`src/rtl/warning_tone_scheduler.sv`:
```
// Round-robin scheduler that shares one speaker among three warning channels,
// playing a channel-specific square-wave tone per slot with silent gaps in between.
module warning_tone_scheduler #(
  parameter int unsigned SLOT_CYCLES = 1000,
  parameter int unsigned GAP_CYCLES  = 200,
  parameter int unsigned TONE_DIV0   = 50,
  parameter int unsigned TONE_DIV1   = 40,
  parameter int unsigned TONE_DIV2   = 30
) (
  input  logic       clk,
  input  logic       rst_n,
  input  logic       ena,
  input  logic [2:0] req,
  output logic [2:0] grant,
  output logic       tone_out,
  output logic       busy
);

  typedef enum logic [1:0] {S_IDLE, S_PLAY, S_GAP} state_t;

  localparam logic [23:0] SLOT_LAST = 24'(SLOT_CYCLES - 1);
  localparam logic [23:0] GAP_LAST  = 24'(GAP_CYCLES - 1);

  state_t      r_state;
  logic [23:0] r_cnt;       // slot counter in PLAY, gap counter in GAP
  logic [15:0] r_tone_cnt;
  logic [1:0]  r_ptr;
  logic [1:0]  r_ch;
  logic [2:0]  r_grant;
  logic        r_tone;

  logic [1:0]  w_first;
  logic [1:0]  w_second;
  logic [1:0]  w_win;
  logic        w_any;
  logic [15:0] w_div_last;
  logic        w_slot_end;

  // Search order is ptr+1, ptr+2, ptr (all modulo 3).
  always_comb begin
    w_first    = (r_ptr == 2'd2) ? 2'd0 : r_ptr + 2'd1;
    w_second   = (w_first == 2'd2) ? 2'd0 : w_first + 2'd1;
    w_any      = |req;
    w_win      = req[w_first] ? w_first : (req[w_second] ? w_second : r_ptr);
    w_slot_end = !req[r_ch] || (r_cnt == SLOT_LAST);
    case (r_ch)
      2'd0:    w_div_last = 16'(TONE_DIV0 - 1);
      2'd1:    w_div_last = 16'(TONE_DIV1 - 1);
      default: w_div_last = 16'(TONE_DIV2 - 1);
    endcase
  end

  // NOTE: all state below uses non-blocking assignments so every register
  // samples the pre-edge values of its neighbours, exactly like the flops.
  always_ff @(posedge clk or negedge rst_n) begin
    if (!rst_n) begin
      r_state    <= S_IDLE;
      r_cnt      <= '0;
      r_tone_cnt <= '0;
      r_ptr      <= 2'd2;
      r_ch       <= 2'd0;
      r_grant    <= '0;
      r_tone     <= 1'b0;
    end else if (!ena) begin
      r_state    <= S_IDLE;
      r_cnt      <= '0;
      r_tone_cnt <= '0;
      r_grant    <= '0;
      r_tone     <= 1'b0;
    end else begin
      case (r_state)
        S_IDLE: begin
          if (w_any) begin
            r_state    <= S_PLAY;
            r_ch       <= w_win;
            r_grant    <= 3'(3'b001 << w_win);
            r_cnt      <= '0;
            r_tone_cnt <= '0;
            r_tone     <= 1'b0;
          end
        end
        S_PLAY: begin
          if (w_slot_end) begin
            r_state    <= S_GAP;
            r_ptr      <= r_ch;
            r_grant    <= '0;
            r_tone     <= 1'b0;
            r_cnt      <= '0;
            r_tone_cnt <= '0;
          end else begin
            r_cnt <= r_cnt + 24'd1;
            if (r_tone_cnt == w_div_last) begin
              r_tone_cnt <= '0;
              r_tone     <= ~r_tone;
            end else begin
              r_tone_cnt <= r_tone_cnt + 16'd1;
            end
          end
        end
        S_GAP: begin
          if (r_cnt == GAP_LAST) begin
            r_cnt      <= '0;
            r_tone_cnt <= '0;
            if (w_any) begin
              r_state <= S_PLAY;
              r_ch    <= w_win;
              r_grant <= 3'(3'b001 << w_win);
            end else begin
              r_state <= S_IDLE;
            end
          end else begin
            r_cnt <= r_cnt + 24'd1;
          end
        end
        default: begin
          r_state <= S_IDLE;
          r_grant <= '0;
          r_tone  <= 1'b0;
        end
      endcase
    end
  end

  assign grant    = r_grant;
  assign tone_out = r_tone;
  assign busy     = (r_state != S_IDLE);

endmodule

```
`config.mk`:
```
export PLATFORM = sky130hd
export DESIGN_NAME = warning_tone_scheduler
export DESIGN_NICKNAME = d
export VERILOG_FILES = /design/src/rtl/warning_tone_scheduler.sv
export SDC_FILE = /design/constraint.sdc
export NUM_CORES = 1
export LEC_CHECK = 0
export CAP_MARGIN = 10
export CORE_MARGIN = 4
export CORE_UTILIZATION = 40
export CTS_CLUSTER_DIAMETER = 40
export DETAILED_ROUTE_END_ITERATION = 7
export HOLD_SLACK_MARGIN = 0.15
export SETUP_SLACK_MARGIN = 0.2
export SYNTH_ARGS = -nofsm -noshare
export SYNTH_HDL_FRONTEND = slang
export SYNTH_SLANG_ARGS = --single-unit
```
`constraint.sdc`:
```
create_clock -name clk -period 5.39 [get_ports clk]
set_input_delay 0.539 -clock clk [delete_from_list [all_inputs] [get_ports clk]]
set_output_delay 0.539 -clock clk [all_outputs]
set_load 0.01 [all_outputs]
```
# Yosys cells after proc, flatten, opt, wreduce, memory -nomap -nowiden
# Index checks and enable logic that the tools add are counted.
dict set report op_classes {
  n_addsub 4
  order_cmp 3
  n_eq_ne 15
  shift 1
  mux 41
  bitwise_logic 1
  n_reduce_logical 14
}
# operator n
set ops {}
lappend ops {{$mux 24} 4}
lappend ops {{$mux 16} 5}
lappend ops {{$pmux 24 s3} 1}
lappend ops {{$pmux 16 s3} 1}
lappend ops {{$add 24x1->24 const B} 1}
lappend ops {{$eq 24x10->1 const B} 1}
lappend ops {{$eq 24x8->1 const B} 1}
lappend ops {{$mux 2} 10}
lappend ops {{$add 16x1->16 const B} 1}
lappend ops {{$eq 16x16->1} 1}
lappend ops {{$reduce_and 3->1} 5}
lappend ops {{$mux 3} 4}
lappend ops {{$pmux 6 s2} 1}
lappend ops {{$lt 2x3->1 const B} 3}
lappend ops {{$ne 3x3->1 const B} 3}
lappend ops {{$pmux 3 s3} 1}
lappend ops {{$mux 1} 8}
lappend ops {{$bmux 1 s2} 3}
lappend ops {{$eq 2x2->1 const B} 3}
lappend ops {{$pmux 2 s3} 1}
lappend ops {{$add 2x1->2 const B} 2}
lappend ops {{$eq 2x1->1 const B} 2}
lappend ops {{$logic_not 2->1} 2}
lappend ops {{$ne 2x2->1 const B} 2}
lappend ops {{other kinds (11)} 13}
dict set report totals {
  reg_bits 50
  out_inout_bits 5
  word_cells 86
}

# Depth between registers and ports, before layout
# Gate-level depths: netlist (run 1).
dict set report logic_depth {
  word_depth 13
  ltp_mapped 9
}

# Least setup slack after synthesis (run 1)
# OpenSTA, ideal clock, no wires.
dict set report synth_timing {
  path_type {flip-flop to flip-flop}
  start {reg r_cnt[15]}
  end {reg r_cnt[10]}
  setup_time_ps 121
  arrival_ps 2406
  setup_slack_ps 2863
  path_stages_with_launch 9
  n_path_buf 2
  synth_period_minus_slack_ps 2527
  path_cell_list {dfrtp_1 > or4_1 > or4_4 > o211a_1 > or2_1 > buf_6 > buf_8 > a21o_1 > a22o_1}
}
dict set report synth_between {
  elab_chain_len 5
  elab_cells_between_ends 7
  classes_between {eq/ne: 2; mux: 4; reduce/logical: 1}
}
# element line_no
set synth_lines {}
lappend synth_lines {{from (decl)} 25} ;# logic [23:0] r_cnt;
lappend synth_lines {{from (signal assigned)} 91} ;# r_cnt <= r_cnt + 24'd1;
lappend synth_lines {{from (signal assigned)} 112} ;# r_cnt <= r_cnt + 24'd1;
lappend synth_lines {{$eq 24x10->1} 45} ;# w_slot_end = !req[r_ch] || (r_cnt == SLOT_LAST);
lappend synth_lines {{$logic_or 1x1->1} 45}
lappend synth_lines {{$mux 24} 83} ;# if (w_slot_end) begin
lappend synth_lines {{$pmux 24 s3 *} 71} ;# case (r_state)
lappend synth_lines {{$mux 24 *} 64} ;# end else if (!ena) begin
# Every way passes the cells marked *; elsewhere a longest branch is shown, timed or not.
# A chain may end at the register's enable or synchronous reset.

# Final worst setup path (run 1)
dict set report layout_timing {
  start {reg r_cnt[15]}
  end {reg r_cnt[3]}
}
# Same word-level chain as after synthesis.

==> results of run 1 <==
-- power by group --
part | total (µW) | switching [µW] | internal [µW]
clock network | 280 | 128 | 152
logic | 356 | 202 | 154
registers | 446 | 35.8 | 410
total | 1080 | 366 | 715
-- registers in the layout, indices dropped and copies added (netlist names) --
register    count
r_cnt          24
r_tone_cnt     16
grant           3
r_ch            2
r_ptr           2
r_state         2
tone_out        1
-- layout make-up --
type                            instances  area (µm²)  area share
Inverter                               18        67.6      0.0199
Timing Repair Buffer                   14         125      0.0369
Clock inverter                          1        30.0     0.00886
Tap cell                               99         124      0.0366
Sequential cell                        50        1250       0.370
Multi-Input combinational cell        266        1700       0.503
Clock buffer                            7        86.3      0.0255
-- through the flow --
step / total power (µW) / util / setup slack, ns
final: 1080 / 0.457 / 2.38
after global routing: 1160 / 0.457 / 2.17
after CTS: 1100 / 0.457 / 2.39
after detailed placement: 812 / 0.442 / 2.28
after global placement: 808 / 0.442 / 2.29
after floorplan: 708 / - / 2.86
-- cell usage in the layout, fill, tap and decap left out, types with 8 or more instances in the layout --
cell and n:
dfrtp_1 49, nand2_1 31, nand3_1 27, o21ai_0 20
nor2_1 20, inv_1 18, nor3_1 13, a22o_1 12
nand4_1 11, and3_1 9, clkdlybuf4s50_1 9, nor4_1 8
-- layer usage --
layer,GRT usage,vias to the layer above
met5,0,-
met4,0.0450,0
met3,0.0281,2
met2,0.282,32
met1,0.220,1314
li1,-,1330
-- critical path: stages (launching register included) --
cell     delay (ns)
dfrtp_1        0.44
or4_1          0.59
or4_4          0.51
o211a_1        0.23
nor2_1         0.48
nor2_1         0.37
a22o_1         0.29
-- cell families after synthesis --
group / Yosys count / synth area share
and+or+nand+nor: 156 / 0.269
AOI/OAI and AO/OA: 90 / 0.206
DFF: 50 / 0.403
buffers and inverters: 35 / 0.0491
muxes: 12 / 0.0419
adders and majority gates: 7 / 0.0282
xor gates and xnor gates: 1 / 0.00282
-- path summary, 6_finish.rpt --
| check | from | to | slack, ns | depth (start not counted) |
|---|---|---|---|---|
| setup / recovery | r_cnt[15]$_DFFE_PN0P_ | r_cnt[3]$_DFFE_PN0P_ | 2.38 | 6 |
| hold / removal | rst_n | grant[0]$_DFFE_PN0P_ | 0.34 | 2 |
| setup reg to reg | r_cnt[15]$_DFFE_PN0P_ | r_cnt[3]$_DFFE_PN0P_ | 2.38 | 6 |
| hold reg to reg | grant[1]$_DFFE_PN0P_ | grant[1]$_DFFE_PN0P_ | 0.50 | 1 |
| max in group asynchronous | rst_n | r_cnt[15]$_DFFE_PN0P_ | 4.60 | 2 |
| min in group clk | grant[1]$_DFFE_PN0P_ | grant[1]$_DFFE_PN0P_ | 0.50 | 1 |
==> flow_summary.toml, run 1 <==
[synth]
yosys_most_used_dff = "dfrtp_1"
yosysSeqAreaShare = 0.403
ys_warn_count = 0
yosys.cell_types.count = 59
async_flop_share = 1.00
synth-seq-cells = 50
yosys.area.top_type = "dfrtp_1"
synth-edff-count = 0
postSynthCellCount = 351
yosys.area.top_type_share = 0.395
synthTopCellsByArea = "dfrtp_1 39%, nand3_1 4.3%, nand2_1 3.7%"
synth_area_mm2 = 0.00311
synth_most_common_cell = "dfrtp_1"
syn_area_per_cell_um2 = 8.85
ys_top_cells_by_count = "49 x dfrtp_1, 31 x nand2_1, 27 x nand3_1, 20 x nor2_1, 20 x o21ai_0"
synth.net_count = 364

[placement]
io_buffer_count = 10
post_dp_cell_area_mm2 = 0.00327
dp_hpwl_um = 4760
finalWeightedCongestion = 0.784
dp_cells = 447

[setup_path]
cp-end-kind = "register"
crit_required_ns = 5.59
start_kind = "register"
path_max_fanout = 12
path_class = "reg2reg"
arrival_ns = 3.21

[cells_and_area]
final_nets = 368
final_area_mm2 = 0.00339
drive_gt1_frac = 0.0758
n_fill_cell = 698
area_delta_synth_final_pct = 9.02
insertedDiodeCount = 0
final_cells = 455

[die]
rows = 31
die_h_um = 96.1
start_util = 0.420
die_x_um = 96.1
io_pins = 11
die_area_mm2 = 0.00924
core-area_mm2 = 0.00741

[sta]
setup_viol = 0
maxSlewHeadroom = 0.442
hold_viol = 0
fin_worst_skew_ns = 0.0218
slew_viol_final = 0
worstMarginPinSlew_ns = 0.834
finalCritPeriodShare = 0.558
hold_slack_ns = 0.336
rsz0062_at_grt = "no"
fmax_mhz = 332
finalWorstPathRequiredPeriod_ns = 3.01
setup_tns_ns = 0

[clocking]
cts_sinks = 50
ctsResizeCount = 0
clockBufferDepth = 2
cts_tree = "built"
insertion_delay_ns = 0.31
ctsHoldBuffers = 0
cts_buffers = 5
cts_root_buffer = "clkbuf_8"
cts_setup_buffers = 0
clk_pin_slew_ns = 0.09
h-tree-depth = 2

[routing]
top_layer_used = "met4"
wl_met1_um = 3560
remaining_drc_errors = 0
wl_um = 7090
wl_met2_um = 3320
wl_per_cell_um = 15.6
detail-route-antenna-nets = 0
num_vias = 2678
met3_length_um = 168
first_pass_iters = 4
drt_iter0_markers = 109
drt-vias-per-instance = 5.89

[outcome]
status = "finished, final reports clean"

[pwr]
power_density_mw_per_mm2 = 319
ir_drop_mv = 0.114
p_leak_uw = 0.00142

[flow_run]
cap_viol_max_count = 0

[global_route]
grt_max_degree = 51
grt_pass1_vias = 2652
overflow = 0
grt_pass1_wl_um = 12400
antenna_found_initial = 0
grt_usage = 0.167

[min_path]
hp-class = "in2async"
(Power assumes the default switching activity.)
==> run 2, diff against run 1 <==
- clock period: 5.39 -> 2.5 ns (I/O delays scaled with it)
==> run 2 against run 1 <==
  * Worst hold slack gained 0.15 ns
  * Clock skew shrank 0.011 ns
  * Core utilization grew 7.9 points
  * Register-to-register slack lost 2.4 ns
  * Global-route usage grew 2.0 points
  * First-iteration DRC count shrank 31%
  * Wire length grew 15%
  * Non-clock buffer count grew 44
  * Sequential cell count is the same
  * Sequential share of layout area shrank 5.5 points
  * Sequential power grew 120%
  * Fmax grew 21%
  * Critical endpoint is now r_cnt[17]$_DFFE_PN0P_
  * Highest routed layer unchanged
==> flow_summary.toml, run 2 (synthesized netlist as in run 1, its figures left out) <==
[die]
die_h_um = 96.1
die_area_mm2 = 0.00924
start_util = 0.420
rows = 31
io_pins = 11
die_x_um = 96.1
core-area_mm2 = 0.00741

[cells_and_area]
area_delta_synth_final_pct = 27.9
finalCoreUtilization = 0.537
final_nets = 414
largest_reg_flops = 24
layout_commonest_cell = "dfrtp_1"
drive_gt1_frac = 0.246
top_register = "r_cnt"
final_area_mm2 = 0.00398
n_fill_cell = 682
final_cell_mix = "49 x dfrtp_1, 34 x buf_4, 29 x nand2_1"
insertedDiodeCount = 0

[setup_path]
cp-end-kind = "register"
worstPathCellList = "or4_4, or4_4, o211a_4, or2_4, and3_1, a211o_1"
critical_path_buf_inv_count = 0
arrival_ns = 2.69
cp_top_family = "simple AND/OR/NAND/NOR gates"
start_kind = "register"
path_class = "reg2reg"
crit_required_ns = 2.70
path_max_fanout = 6
slowest_delay_ns = 0.53
crit_top_cell = "or4_4"
slowest_stage = "or4_4"

[pwr]
p_comb_frac = 0.406
ir_drop_mv = 0.268
p_int_uw = 1680
p_leak_uw = 0.00173
power_density_mw_per_mm2 = 655
swShare = 0.355
p_seq_frac = 0.370
power_frac_clock = 0.224
p_sw_uw = 924

[global_route]
antenna_found_initial = 0
grt_max_degree = 27
overflow = 0
grt_usage = 0.187
grt_pass1_vias = 2768
grt_pass1_wl_um = 13600

[sta]
fin_worst_skew_ns = 0.0106
hold_viol = 0
finalWorstPathRequiredPeriod_ns = 2.49
fmax_mhz = 401
rsz0062_at_grt = "yes"
worstMarginPinSlew_ns = 0.634
hold_slack_ns = 0.486
slew_viol_final = 0
maxSlewHeadroom = 0.577
finalCritPeriodShare = 0.997
setup_viol = 0

[clocking]
cts_sinks = 50
clk_pin_slew_ns = 0.09
cts_buffers = 5
cts_tree = "built"
clockBufferDepth = 2
h-tree-depth = 2
cts_root_buffer = "clkbuf_8"
insertion_delay_ns = 0.31

[routing]
drt-vias-per-instance = 5.86
detail-route-antenna-nets = 0
wl_um = 8170
drt_iter0_markers = 75
remaining_drc_errors = 0
num_vias = 2935
first_pass_iters = 5
wl_per_cell_um = 16.3

[placement]
post_dp_cell_area_mm2 = 0.00354
finalWeightedCongestion = 0.824
dp_hpwl_um = 5360
io_buffer_count = 10

[min_path]
hp-class = "in2async"

[outcome]
status = "finished, final reports clean"

[flow_run]
cap_viol_max_count = 0
==> run 2: cell types whose count changed in the layout (fill, tap and decap cells not counted), sizes merged <==
cell	before	now
or2	5	6
buf	5	47
dlygate4sd3	0	1
clkbuf	7	8
nor2	20	21
==> run 2: path summary, 6_finish.rpt <==
path | start | to | slack, ns | depth (start not counted)
max in group asynchronous | rst_n | r_ptr[1]$_DFFE_PN1P_ | 1.39 | 3
hold / removal | rst_n | grant[1]$_DFFE_PN0P_ | 0.49 | 2
hold reg to reg | r_tone_cnt[13]$_DFFE_PN0P_ | r_tone_cnt[13]$_DFFE_PN0P_ | 0.51 | 1
min in group clk | r_tone_cnt[13]$_DFFE_PN0P_ | r_tone_cnt[13]$_DFFE_PN0P_ | 0.51 | 1
setup reg to reg | r_cnt[22]$_DFFE_PN0P_ | r_cnt[17]$_DFFE_PN0P_ | 0.008 | 6
setup / recovery | r_cnt[22]$_DFFE_PN0P_ | r_cnt[17]$_DFFE_PN0P_ | 0.008 | 6
==> run 2: metal layers <==
metal,vias up,part of all wire,track usage,wire length (µm)
met5,-,0,0,0
met4,0,0.014,0.0533,111
met3,12,0.038,0.0289,307
met2,56,0.49,0.304,3960
met1,1444,0.46,0.256,3790
li1,1423,-,-,-
==> run 2: area by class of cell <==
type,count,area (µm²),area share
Clock buffer,7,76.3,0.0192
Timing Repair Buffer,58,505,0.127
Clock inverter,1,30.0,0.00755
Multi-Input combinational cell,268,1920,0.483
Sequential cell,50,1250,0.315
Inverter,18,67.6,0.0170
Tap cell,99,124,0.0312
==> run 2: timing repair <==
action | 4_1_cts | 5_1_grt
endpoints found under the setup margin | 40 | 47
hold buffers | 1 | 0
pin swaps | 7 | 12
endpoints found under the hold margin | 25 | 0
cloned | 2 | 3
buffers inserted | 2 | 4
resized for setup | 26 | 36
==> run 2: worst reg2reg max path, stage by stage (launching register included) <==
cell	delay (ns)
dfrtp_1	0.40
or4_4	0.53
or4_4	0.46
o211a_4	0.27
or2_4	0.30
and3_1	0.18
a211o_1	0.25
==> run 2: power by group through the flow <==
stage	logic (µW)	registers [µW]	clock network, µW
after floorplan	561	967	0
after global placement	841	972	0
after detailed placement	854	977	0
after CTS	916	961	594
after global routing	1150	975	636
final	1060	963	583
==> run 2: metrics by stage <==
step | setup slack, ns | TNS [ns] | instances | total power (µW)
global placement | -0.0653 | -0.182 | 481 | 1810
detailed placement | -0.124 | -0.941 | 481 | 1830
floorplan | 0.0575 | 0 | 351 | 1530
CTS | 0.0307 | 0 | 494 | 2470
global route | -0.0488 | -0.249 | 501 | 2770
finish | 0.00802 | 0 | 501 | 2600
==> run 3, diff against run 2 <==
- CTS_CLUSTER_DIAMETER: 40 -> unset
==> results of run 3 <==
No change in the layout: final DEF, timing and power equal those of run 2.
